File: src/rtl/if_fetch_arbiter_pkg.sv
// Shared types and constants for the instruction-fetch / instruction-RAM
// arbitration slice: bus widths, chip-enable and RAM-op encodings, the
// fetch FSM state type and the sequential PC step.
package if_fetch_arbiter_pkg;

   localparam int INST_ADDR_W = 32;
   localparam int INST_W      = 32;

   typedef logic [INST_ADDR_W-1:0] inst_addr_t;  // InstAddrBus
   typedef logic [INST_W-1:0]      inst_t;       // InstBus

   // Reset vector and the bubble encoding shown to IF/ID when no fetch lands.
   localparam inst_addr_t RESET_PC_DEFAULT = 32'h8000_0000;
   localparam inst_t      NOP_INST_DEFAULT = 32'h0000_0000;

   // Instruction-RAM wrapper control encodings.
   localparam logic CHIP_ENABLE  = 1'b1;
   localparam logic CHIP_DISABLE = 1'b0;
   localparam logic ROM_OP_READ  = 1'b0;
   localparam logic ROM_OP_WRITE = 1'b1;

   // BOOT lasts exactly one cycle after reset so the first fetch is
   // issued one cycle after rst deasserts.
   typedef enum logic {
      FETCH_STATE_BOOT = 1'b0,
      FETCH_STATE_RUN  = 1'b1
   } fetch_state_e;

   localparam inst_addr_t PC_STEP = 32'd4;

   // Sequential successor of a fetch address; wraps modulo 2^32.
   function automatic inst_addr_t pc_plus4(input inst_addr_t pc);
      return pc + PC_STEP;
   endfunction

endpackage

File: src/rtl/if_next_pc.sv
// PC register with the next-PC priority mux and the pending-branch latch
// that carries a taken branch across cycles in which the PC cannot move.
module if_next_pc
   import if_fetch_arbiter_pkg::*;
#(
   parameter inst_addr_t RESET_PC = RESET_PC_DEFAULT
) (
   input  logic       clk,
   input  logic       rst,
   input  logic       run,            // fetch FSM is in RUN; PC frozen otherwise
   input  logic       flush,          // exception / ERET redirect
   input  inst_addr_t new_pc,
   input  logic       hold,           // stall or MEM owns the port: PC cannot advance
   input  logic       branch_flag,
   input  inst_addr_t branch_target,
   output inst_addr_t pc
);

   inst_addr_t pc_nxt;
   logic       br_pend;
   logic       br_pend_nxt;
   inst_addr_t br_tgt;
   inst_addr_t br_tgt_nxt;

   // Next-PC selection: flush > hold (capture branch) > pending branch >
   // live branch > sequential.
   always_comb begin
      // NOTE: every output of a combinational block gets a default first so
      // no path leaves it unassigned, which would infer a latch.
      pc_nxt      = pc;
      br_pend_nxt = br_pend;
      br_tgt_nxt  = br_tgt;
      if (run) begin
         if (flush) begin
            pc_nxt      = new_pc;
            br_pend_nxt = 1'b0;
         end else if (hold) begin
            // The branch resolved while the delay slot could not be
            // fetched; remember it and redirect once the slot is fetched.
            if (branch_flag) begin
               br_pend_nxt = 1'b1;
               br_tgt_nxt  = branch_target;
            end
         end else if (br_pend) begin
            pc_nxt      = br_tgt;
            br_pend_nxt = 1'b0;
         end else if (branch_flag) begin
            pc_nxt = branch_target;
         end else begin
            pc_nxt = pc_plus4(pc);
         end
      end
   end

   // Control state: PC and the pending flag, synchronously reset.
   always_ff @(posedge clk) begin
      // NOTE: sequential state uses non-blocking assignments so every
      // register samples pre-edge values regardless of statement order.
      if (rst) begin
         pc      <= RESET_PC;
         br_pend <= 1'b0;
      end else begin
         pc      <= pc_nxt;
         br_pend <= br_pend_nxt;
      end
   end

   // Branch target storage; meaningful only while br_pend is set.
   always_ff @(posedge clk) begin
      // NOTE: the target is pure data qualified by br_pend, so it carries no
      // reset and costs no reset routing.
      br_tgt <= br_tgt_nxt;
   end

endmodule

File: src/rtl/if_fetch_arbiter.sv
// IF-stage fetch unit: owns the PC, drives the single instruction-RAM port
// and arbitrates it against MEM-stage loads/stores (MEM wins). Presents
// {pc, inst, valid} to IF/ID and requests a stall while MEM holds the port.
module if_fetch_arbiter
   import if_fetch_arbiter_pkg::*;
#(
   parameter inst_addr_t RESET_PC = RESET_PC_DEFAULT,
   parameter inst_t      NOP_INST = NOP_INST_DEFAULT
) (
   input  logic        clk,
   input  logic        rst,
   input  logic        stall_i,
   input  logic        flush_i,
   input  logic [31:0] new_pc_i,
   input  logic        branch_flag_i,
   input  logic [31:0] branch_target_i,
   input  logic        mem_req_i,
   input  logic        mem_we_i,
   input  logic [31:0] mem_addr_i,
   input  logic [31:0] mem_wdata_i,
   output logic [31:0] mem_rdata_o,
   output logic        mem_ack_o,
   output logic        rom_ce_o,
   output logic        rom_op_o,
   output logic [31:0] rom_addr_o,
   output logic [31:0] rom_wr_data_o,
   input  logic [31:0] rom_data_i,
   output logic [31:0] if_pc_o,
   output logic [31:0] if_inst_o,
   output logic        if_valid_o,
   output logic        stall_req_o
);

   fetch_state_e state;
   fetch_state_e state_nxt;
   inst_addr_t   pc;
   logic         run;
   logic         fetch_live;

   assign run = (state == FETCH_STATE_RUN);

   if_next_pc #(
      .RESET_PC (RESET_PC)
   ) u_next_pc (
      .clk           (clk),
      .rst           (rst),
      .run           (run),
      .flush         (flush_i),
      .new_pc        (new_pc_i),
      .hold          (stall_i | mem_req_i),
      .branch_flag   (branch_flag_i),
      .branch_target (branch_target_i),
      .pc            (pc)
   );

   // Fetch FSM state register.
   always_ff @(posedge clk) begin
      if (rst) state <= FETCH_STATE_BOOT;
      else     state <= state_nxt;
   end

   // Fetch FSM next state: BOOT always hands over to RUN after one cycle.
   always_comb begin
      state_nxt = state;
      if (state == FETCH_STATE_BOOT) state_nxt = FETCH_STATE_RUN;
   end

   // Port arbitration and IF/ID outputs, combinational from state and the
   // current-cycle MEM request.
   always_comb begin
      rom_ce_o      = CHIP_DISABLE;
      rom_op_o      = ROM_OP_READ;
      rom_addr_o    = pc;
      rom_wr_data_o = '0;
      mem_ack_o     = 1'b0;
      mem_rdata_o   = '0;
      stall_req_o   = 1'b0;
      fetch_live    = 1'b0;
      if (run) begin
         rom_ce_o = CHIP_ENABLE;
         if (mem_req_i) begin
            // MEM owns the port; IF shows a bubble and asks for a stall.
            rom_op_o      = mem_we_i ? ROM_OP_WRITE : ROM_OP_READ;
            rom_addr_o    = mem_addr_i;
            rom_wr_data_o = mem_wdata_i;
            mem_ack_o     = 1'b1;
            mem_rdata_o   = mem_we_i ? '0 : rom_data_i;
            stall_req_o   = 1'b1;
         end else begin
            fetch_live = !stall_i && !flush_i;
         end
      end
   end

   assign if_valid_o = fetch_live;
   assign if_inst_o  = fetch_live ? rom_data_i : NOP_INST;
   assign if_pc_o    = pc;

endmodule

File: config.mk
export PLATFORM = sky130hd
export DESIGN_NAME = if_fetch_arbiter
export DESIGN_NICKNAME = d
export VERILOG_FILES = /design/src/rtl/if_fetch_arbiter_pkg.sv /design/src/rtl/if_next_pc.sv /design/src/rtl/if_fetch_arbiter.sv
export SDC_FILE = /design/constraint.sdc
export NUM_CORES = 1
export LEC_CHECK = 0
export CAP_MARGIN = 10
export CORE_AREA = 2 2 128 130
export CTS_CLUSTER_DIAMETER = 50
export DETAILED_ROUTE_END_ITERATION = 16
export DIE_AREA = 0 0 130 132
export GPL_TIMING_DRIVEN = 0
export PLACE_DENSITY = 0.68
export SLEW_MARGIN = 10
export SYNTH_ARGS = -nofsm -noshare
export SYNTH_HDL_FRONTEND = slang
export SYNTH_SLANG_ARGS = --single-unit
export TNS_END_PERCENT = 5
File: constraint.sdc
create_clock -name clk -period 9.3 [get_ports clk]
set_input_delay 2.325 -clock clk [delete_from_list [all_inputs] [get_ports clk]]
set_output_delay 2.325 -clock clk [all_outputs]
set_load 0.02 [all_outputs]
==> results.ini <==
[synth]
synth_area_leaders = edfxtp_1 (20%), dfxtp_1 (14%), and2_1 (8.7%), mux2_2 (6.9%), and3_1 (5.4%)
syn_nets = 720
syn_area_per_cell_sq_um = 8.58
netlist-cell-type-count = 61
synth_seq_area_share = 0.347
async_reset_ff_frac = 0
synth_edf_count = 32
syn_area_sq_um = 4740
ys_ff_latch = 66
synth_top_cell_area_share = 0.203
yosys.area.top_type = edfxtp_1
synth-main-ff-cell = dfxtp_1
synthCells = 552
synth_warnings = 0

[worst_setup_path]
start_kind = input port
required_ps = 6980
r2r_slack_ps = 6870
end_kind = primary output
crit_type = input port to primary output
r2r_end = u_next_pc.br_tgt[25]
rr_startpoint = run
crit_fanout = 10
worstRegToRegCells = 5
worstPathArrival_ps = 5260

[timing]
setup_viol = 0
finalCritPeriodShare = 0.816
rsz0062_at_grt = no
tns_ps = 0
fmax_mhz = 132
hold_viol = 0
layout_min_cycle_time_ps = 7590
worst_slew_pin_slew_ps = 761
relSlewSlack = 0.493
finalClockSkew_ps = 8.74
final_max_slew_viol_count = 0

[clock_network]
cts.sinks = 66
cts_buffers = 9
clk_pin_slew_worst_paths_ps = 50
htree_levels = 3
postCtsHoldBufs = 0
post_cts_resized = 0
clk_latency_ps = 340
cts_buffer_depth = 2
tritoncts = built
post_cts_buffers = 0
cts_root_buf = clkbuf_16

[floorplanning]
core_sq_um = 15700
ios = 332
dieArea_sq_um = 17200
rows = 46
die_x_microns = 130
die_h_microns = 132
initial_core_util = 0.301

[worst_hold_path]
hold_start = u_next_pc.br_tgt[11]
min_path_cells = 2
hold_path_class = register to register
holdPathEnd = u_next_pc.pc[11]

[power_and_ir_drop]
p_per_area_nw_per_um2 = 114
peakVddDrop_v = 0.0000879
p_leak_nw = 3.12

[finish]
drive_above_1_share = 0.0667
final_cell_area_sq_um = 8630
nNetsFinal = 1062
synthToLayoutAreaGrowth_pct = 82.2
n_fill_cell = 1475
regArea_sq_um = 1640
utilization = 0.549
instances_no_fill = 1116
multi_input_area_sq_um = 2880

[grt]
grtUsageMet2 = 0.462
grt_pass1_vias = 5842
grt.met3_usage = 0.0674
use_met1 = 0.319
top_usage_layer = met2
grt_overflow_total = 0
grt_pass1_wl_microns = 34800
grt_usage = 0.267
antenna_found_initial = 2
grt_max_degree = 19

[run_status]
status = finished, final reports clean

[placement]
place.port_buffers = 329
gp_congestion = 0.881
dp.cells = 1099
place_area_sq_um = 8350
dp_hpwl_microns = 18900

[detailed_routing]
wl_microns = 23700
post_drt_wl_per_cell_microns = 21.2
viasPerCell = 5.32
drtIter0Drc = 548
first_pass_iters = 6
antenna_left = 0
drc = 0
num_vias = 5933

[flow_run]
maxCapViolations = 0

per-layer routing:
| metal | part of all wire | vias to the layer above | wire, microns |
|---|---|---|---|
| met2 | 0.50 | 303 | 11900 |
| met4 | 0.026 | 2 | 608 |
| met5 | 0.00055 | - | 13 |
| li1 | - | 2776 | - |
| met1 | 0.38 | 2814 | 8980 |
| met3 | 0.090 | 38 | 2130 |
Yosys cell counts, drive strengths merged (2+ instances only):
library cell  count
dfxtp            34
nand4             9
nor2b             5
xnor2             3
or3               6
o31ai             9
a41o              3
inv               7
edfxtp           32
and3             41
and4              4
and2             66
a22oi             2
o32ai             4
o2bb2ai           4
mux2             29
a221o             5
clkbuf           41
mux2i             8
o211ai            6
a21oi            12
o41a              3
a22o              2
or2               3
nand2b           10
o21ai            28
nand3            17
a211oi            5
nand2            40
a31o              3
nor2             28
o41ai             4
a221oi           20
a31oi             4
nor3             20
nor4              3
a32o              7
buf               9
nor3b             3
o21a              2
registers in the layout, summed over array words and instances, names as in the netlist:
register / cells
u_next_pc.br_tgt: 32
u_next_pc.pc: 32
run: 1
u_next_pc.br_pend: 1
stage by stage:
| stage | hold WS [ps] | setup slack, ps | total power [mW] |
|---|---|---|---|
| finish | 539 | 1710 | 0.986 |
| detailed placement | 527 | 1640 | 0.656 |
| global route | 573 | 1500 | 1.02 |
| floorplan | 515 | 3310 | 0.475 |
| CTS | 535 | 1630 | 0.983 |
| global placement | 527 | 1380 | 0.654 |
cell families (layout without fill, tap and decap cells):
family	count (synthesis)	after routing	share of synthesized area
xor+xnor	4	4	0.00740
other cells	0	1	0
simple gates	256	256	0.300
mux	37	37	0.0858
flops	66	66	0.347
compound gates	131	131	0.209
buf+inv	57	404	0.0489
fa+ha+maj	1	1	0.00264
cell type report:
cell class,count,area share
clock buffer,12,0.0274
multi-input combinational,429,0.333
timing repair buffer,331,0.385
buffer,50,0.0238
clock inverter,4,0.00507
inverter,7,0.00304
antenna,1,0.000290
tap,216,0.0313
sequential,66,0.190
worst max path at each step:
stage | slack (ps) | to | depth (start not counted) | start
after floorplan | 3310 | if_inst_o[23] | 3 | flush_i
final | 1710 | mem_rdata_o[25] | 7 | mem_req_i
after CTS | 1630 | mem_rdata_o[25] | 7 | mem_req_i
after global placement | 1380 | if_inst_o[9] | 5 | mem_req_i
after global routing | 1500 | mem_rdata_o[22] | 7 | mem_req_i
after detailed placement | 1640 | mem_rdata_o[25] | 7 | mem_req_i
worst max-delay path, cell delays in order:
cell and delay [ps]:
clkdlybuf4s50_1 670, and2_1 180, clkbuf_1 510, nor2b_1 410, clkbuf_1 350, and2_1 210, clkdlybuf4s50_1 610
power by group:
part | internal [mW] | switching (mW)
Clock | 0.206 | 0.127
Combinational | 0.166 | 0.145
Sequential | 0.320 | 0.0216
cell usage in the layout (no fill, tap or decap), drive strengths merged, types with 4 or more instances in the layout:
master / instances
nand2b: 10
nor2b: 5
a221o: 5
a221oi: 20
and2: 66
inv: 7
mux2: 29
o31ai: 9
o211ai: 6
clkdlybuf4s50: 329
or3: 6
a211oi: 5
o41ai: 4
a21oi: 12
nor3: 20
a31oi: 4
nand2: 40
nand4: 9
and3: 41
clkbuf: 53
buf: 11
o32ai: 4
mux2i: 8
a32o: 7
edfxtp: 32
o2bb2ai: 4
nor2: 28
nand3: 17
dfxtp: 34
o21ai: 28
and4: 4
(Power assumes the default switching activity.)
